==> config.mk <==
export PLATFORM = sky130hd
export DESIGN_NAME = conv_frame_ctrl
export DESIGN_NICKNAME = d
export VERILOG_FILES = /design/src/rtl/conv_frame_ctrl.sv
export SDC_FILE = /design/constraint.sdc
export NUM_CORES = 1
export LEC_CHECK = 0
export ABC_AREA = 1
export BUFFER_PORTS_ARGS = -buffer_cell sky130_fd_sc_hd__buf_2
export CELL_PAD_IN_SITES_DETAIL_PLACEMENT = 0
export CELL_PAD_IN_SITES_GLOBAL_PLACEMENT = 1
export CORE_AREA = 8 8 86 88
export CTS_CLUSTER_SIZE = 12
export DETAILED_ROUTE_END_ITERATION = 8
export DIE_AREA = 0 0 94 96
export GPL_ROUTABILITY_DRIVEN = 1
export GPL_TIMING_DRIVEN = 0
export PLACE_DENSITY = 0.56
export SETUP_SLACK_MARGIN = 0.15
export SLEW_MARGIN = 20
export SYNTH_ARGS = -nofsm -noshare
export SYNTH_HDL_FRONTEND = slang
export SYNTH_SLANG_ARGS = --single-unit
==> constraint.sdc <==
create_clock -name clk -period 3.84 [get_ports clk]
set_input_delay 0.768 -clock clk [delete_from_list [all_inputs] [get_ports clk]]
set_output_delay 0.768 -clock clk [all_outputs]
set_load 0.05 [all_outputs]
==> src/rtl/conv_frame_ctrl.sv <==
// conv_frame_ctrl: frame sequencer for a rate-1/2, K=3 convolutional encoder core
// Ports:
//   clk, reset           clock (rising edge), asynchronous active-high reset
//   in_valid/in_ready    serial bit handshake, in_ready is combinational
//   in_data, in_last     data bit and end-of-frame marker
//   enc_clr              clears the encoder core shift state (after reset, during GAP)
//   enc_load, enc_bit    load strobe and bit presented to the core
//   enc_pair             core output, valid the cycle after enc_load
//   code_out/code_valid  serial code stream, code_first marks pair bit [0]
//   frame_start/end      first / last code bit of a frame
//   frame_trunc          frame was cut at MAX_FRAME
//   busy                 controller is not idle
module conv_frame_ctrl #(
    parameter int MAX_FRAME  = 1024,
    parameter int TAIL_LEN   = 2,
    parameter int GAP_CYCLES = 4
) (
    input  logic       clk,
    input  logic       reset,
    input  logic       in_valid,
    output logic       in_ready,
    input  logic       in_data,
    input  logic       in_last,
    output logic       enc_clr,
    output logic       enc_load,
    output logic       enc_bit,
    input  logic [1:0] enc_pair,
    output logic       code_out,
    output logic       code_valid,
    output logic       code_first,
    output logic       frame_start,
    output logic       frame_end,
    output logic       frame_trunc,
    output logic       busy
);
    localparam int CW = $clog2(MAX_FRAME + 1);
    localparam int TW = $clog2(TAIL_LEN + 1);
    localparam int GW = $clog2(GAP_CYCLES + 1);

    typedef enum logic [2:0] {IDLE, DATA, TAIL, FLUSH, GAP} state_t;

    state_t        state;
    logic          phase, rst_seen;
    logic [CW-1:0] frame_cnt;
    logic [TW-1:0] tail_cnt;
    logic [GW-1:0] gap_cnt;
    logic          accept, tail_ld, last_ld, cnt_full;
    logic          cap, st_d1, lt_d1, sec, lt_d2, hi;

    // rst_seen blocks accepts until the post-reset clear cycle has been issued
    assign in_ready = (state == IDLE || state == DATA) && !phase && !reset && !enc_clr && !rst_seen;
    assign accept   = in_valid && in_ready;
    assign tail_ld  = state == TAIL && !phase;
    assign last_ld  = tail_ld && tail_cnt == TW'(TAIL_LEN - 1);
    assign enc_load = accept || tail_ld;
    assign enc_bit  = accept && in_data;
    assign busy     = state != IDLE;
    // the bit being accepted brings the frame to MAX_FRAME bits
    assign cnt_full = frame_cnt == CW'(MAX_FRAME - 1);

    always_ff @(posedge clk or posedge reset) begin
        if (reset) begin
            state       <= IDLE;
            phase       <= 1'b0;
            rst_seen    <= 1'b1;
            enc_clr     <= 1'b0;
            frame_cnt   <= '0;
            tail_cnt    <= '0;
            gap_cnt     <= '0;
            frame_trunc <= 1'b0;
        end else begin
            rst_seen <= 1'b0;
            phase    <= enc_load;
            enc_clr  <= rst_seen || (state == FLUSH && frame_end) ||
                        (state == GAP && gap_cnt != GW'(GAP_CYCLES - 1));
            case (state)
                IDLE: if (accept) begin
                    frame_cnt   <= CW'(1);
                    tail_cnt    <= '0;
                    frame_trunc <= !in_last && MAX_FRAME == 1;
                    state       <= (in_last || MAX_FRAME == 1) ? TAIL : DATA;
                end
                DATA: if (accept) begin
                    if (frame_cnt != CW'(MAX_FRAME)) frame_cnt <= frame_cnt + 1'b1;
                    if (in_last || cnt_full) begin
                        frame_trunc <= !in_last;
                        state       <= TAIL;
                    end
                end
                TAIL: if (tail_ld) begin
                    tail_cnt <= tail_cnt + 1'b1;
                    if (last_ld) state <= FLUSH;
                end
                FLUSH: if (frame_end) begin
                    gap_cnt <= '0;
                    state   <= GAP;
                end
                GAP: begin
                    gap_cnt <= gap_cnt + 1'b1;
                    if (gap_cnt == GW'(GAP_CYCLES - 1)) state <= IDLE;
                end
                default: state <= IDLE;
            endcase
        end
    end

    // cap marks the cycle enc_pair is valid; sec marks the following cycle,
    // when the held pair bit [1] goes out
    always_ff @(posedge clk or posedge reset) begin
        if (reset) begin
            cap         <= 1'b0;
            st_d1       <= 1'b0;
            lt_d1       <= 1'b0;
            sec         <= 1'b0;
            lt_d2       <= 1'b0;
            hi          <= 1'b0;
            code_out    <= 1'b0;
            code_valid  <= 1'b0;
            code_first  <= 1'b0;
            frame_start <= 1'b0;
            frame_end   <= 1'b0;
        end else begin
            cap         <= enc_load;
            st_d1       <= accept && state == IDLE;
            lt_d1       <= last_ld;
            sec         <= cap;
            lt_d2       <= lt_d1;
            hi          <= cap ? enc_pair[1] : hi;
            code_out    <= cap ? enc_pair[0] : sec && hi;
            code_valid  <= cap || sec;
            code_first  <= cap;
            frame_start <= cap && st_d1;
            frame_end   <= sec && lt_d2;
        end
    end
endmodule
==> results.md <==
* Port-buffer cells at 17
* Combinational share of power at 0.364
* Sequential cell area fraction in the yosys report at 0.476
* Net count after synthesis at between 200 and 250
* Fraction of power spent switching nets at 0.411
* Num CTS Buffers at 5
* Post-synth ARST share at 1.00
* Std-Cell Core Area at slightly above 6000 µm²
* Routed vias/inst at around 4.4
* Final period demand of the worst path at about 2.4 ns
* Effective utilization at floorplan at 0.276
* Top cells by area in the synthesized netlist: dfrtp_1 (46%), nand2_1 (12%), inv_1 (5.8%)
* Post-route DRC at 0
* Crit path launch type: input port
* Internal reg-to-reg setup slack at about 2.2 ns
* Syn avg cell area at roughly 8 µm²
* Reg clk slew, reported paths at 0.07 ns
* Critical path type: in2out
* Vertical extent of the die at between 90 and 100 µm
* Synthesis Warnings at 0
* Site row count at 29
* Minimum hold slack at 0.378 ns
* Clock H-tree levels at 2
* Clock Path Buffers at 2
* ANT nets after route at 0
* Final Hold Viols at 0
* Non-Filler Cell Area, Final at slightly below 2000 µm²
* Yosys top cell by area: dfrtp_1
* Count of inserted antenna diode cells at 0
* Detailed router's first-iteration violation count at 38
* Clock network power share at 0.263
* Outcome: complete, no violations
* Commonest cells in the netlist: nand2_1 (54), dfrtp_1 (31), inv_1 (26), nor2_1 (25), nand3_1 (18)
* Cells resized by post-CTS repair at 0
* Final setup violation count at 0
* Total power consumption of the routed design at 1.24 mW
* Die extent in x at approximately 94 µm
* Number of top-level pins at 18
* Number of clock sinks at 32
* Hold Path Class: reg2reg
* Critical Path Fanout Max at 7
* Worst clock skew at around 0.0065 ns
* Lkg Pwr at 0.981 nW
* Endpoint class of the critical path: output pin
* Worst Path Required at 3.07 ns
* Maximum frequency from static timing analysis at 417 MHz
* Final cell count without fillers at approximately 310
* Final routed wire length divided by cell count at 12.1 µm
* Worst slew pin tran at between 0.7 and 0.8 ns
* Antenna violations before repair at 0
* Sum of negative setup slack at 0 ns
* Power per standard cell area at 629 nW/µm²
* Global-route total usage across every layer at 0.0944
* Area grow syn2layout at 17.4%
* Total of fill cells in the finished design at approximately 690
* First-pass GRT wire length at around 6700 µm
* Post-route clock period utilization at 0.625
* Clock latency on the worst-skew pair at between 0.2 and 0.3 ns
* Setup repair after global routing missed its margin: false
* Area of placed instances at around 1900 µm²
* Top-area cell type share of the netlist area at 0.460
* Vias after detailed routing at ~1400
* Leading register cell type out of synthesis: dfrtp_1
* Cells after DPL at between 300 and 400
* Estimated wirelength of the detail-placed design at between 2000 and 3000 µm
* Final routed wirelength across all metal layers at roughly 3800 µm
* Hold buffer count at CTS at 0
* Maximum ir drop on the vdd rail at roughly 0.00034 V
* Arrival time at the worst endpoint at 1.63 ns
* Count of state elements after synthesis at 32
* Relative slew slack at 0.531
* Syn Std Cell Area at between 1500 and 2000 µm²
* Routability cong. at a little over 0.8
* Via count of the first global-routing pass at between 1000 and 1500
* Post-CTS setup buffer count at 0
* Synthesized netlist cell count at 211
* Flop pwr share at 0.374
* Switching power at approximately 0.51 mW
* Number of synthesized flops with an enable pin at 0
* Total global routing overflow at 0
* Net count of the finished layout at between 200 and 250
* Count of final max-slew check failures at 0
* TritonCTS clock tree: done
* DIE AREA at ~9000 µm²
* Max-cap violations at 0
* Library cell with the highest instance count after synthesis: nand2_1
* Cell Int Power at around 0.73 mW
* Maximum number of pins on one net before global-route repair at 33
* Number of distinct standard cells referenced by the synthesized netlist at 26
* Fraction of final layout cells sized beyond drive strength 1 at 0.182
* Count of TritonRoute iterations in the first routing pass at 4
* Clock root cell: clkbuf_8
-- power groups by stage --
| stage | Clock (mW) | Combinational [mW] | Sequential (mW) |
|---|---|---|---|
| 2_1_floorplan | 0 | 0.298 | 0.518 |
| 3_3_place_gp | 0 | 0.465 | 0.472 |
| 3_5_place_dp | 0 | 0.460 | 0.473 |
| 4_1_cts | 0.342 | 0.462 | 0.466 |
| 5_1_grt | 0.357 | 0.515 | 0.476 |
| 6_report | 0.327 | 0.452 | 0.465 |
-- metal layers --
layer / GRT usage / share of wire / vias to the layer above
li1: - / - / 723
met1: 0.110 / 0.48 / 628
met2: 0.160 / 0.49 / 11
met3: 0.0296 / 0.029 / 2
met4: 0.0330 / 0.0061 / 0
met5: 0 / 0 / -
-- sequential cells by signal, summed over array words and instances, names as in the netlist --
| name | flops |
|---|---|
| enc_clr | 1 |
| frame_end | 1 |
| rst_seen | 1 |
| cap | 1 |
| st_d1 | 1 |
| tail_cnt | 2 |
| code_out | 1 |
| frame_cnt | 11 |
| code_valid | 1 |
| gap_cnt | 3 |
| state | 3 |
| frame_start | 1 |
| frame_trunc | 1 |
| hi | 1 |
| lt_d1 | 1 |
| lt_d2 | 1 |
| sec | 1 |
-- per-stage QoR --
| stage | worst slack [ns] | utilization |
|---|---|---|
| after floorplan | 1.05 | - |
| after global placement | 1.40 | 0.306 |
| after detailed placement | 1.41 | 0.306 |
| after CTS | 1.41 | 0.325 |
| after global routing | 1.35 | 0.325 |
| final | 1.44 | 0.325 |
-- final timing paths --
path | to | cells after the start | from
setup / recovery | enc_load | 7 | reset
hold / removal | lt_d2 | 0 | lt_d1
setup reg to reg | state[0] | 5 | state[1]
hold reg to reg | lt_d2 | 0 | lt_d1
max in group asynchronous | frame_cnt[4] | 2 | reset
min in group asynchronous | frame_end | 2 | reset
-- kinds of logic (layout without fill, tap and decap cells) --
group | count (synthesis) | count (layout) | synth area share
AND/OR/NAND/NOR | 113 | 113 | 0.304
flip-flops | 32 | 32 | 0.476
buffers and inverters | 32 | 57 | 0.0817
AO/OA/AOI/OAI | 27 | 27 | 0.0943
adder cells (fa/ha/maj) | 5 | 5 | 0.0371
other | 1 | 1 | 0.00223
XOR/XNOR | 1 | 1 | 0.00520
-- layout make-up --
class | count | area, µm² | area share
plain buffers | 4 | 32.5 | 0.0164
flip-flops and latches | 32 | 802 | 0.405
well taps | 77 | 96.3 | 0.0487
multi-input cells | 147 | 746 | 0.377
clock buffers | 5 | 68.8 | 0.0348
clock inverters | 3 | 42.5 | 0.0215
inverters | 28 | 105 | 0.0531
repair buffers | 17 | 85.1 | 0.0430
-- placed cells by master (no fill, tap or decap), types with 3 or more instances in the layout --
cell type / instances
inv_1: 25
buf_2: 19
nand4_1: 6
o21ai_2: 3
o21ai_0: 14
ha_1: 5
inv_2: 3
nor2_4: 3
clkbuf_8: 5
nand3_1: 18
nor2_1: 25
dfrtp_1: 31
a21oi_1: 3
nand2_1: 54
o21bai_1: 3
-- worst max-delay path, cell delays in order --
cell and delay, ns:
buf_2 0.11, nor2_1 0.08, nand2_1 0.09, nor2_4 0.13, nand2_4 0.10, nand2_1 0.09, buf_2 0.26
(Power assumes the default switching activity.)
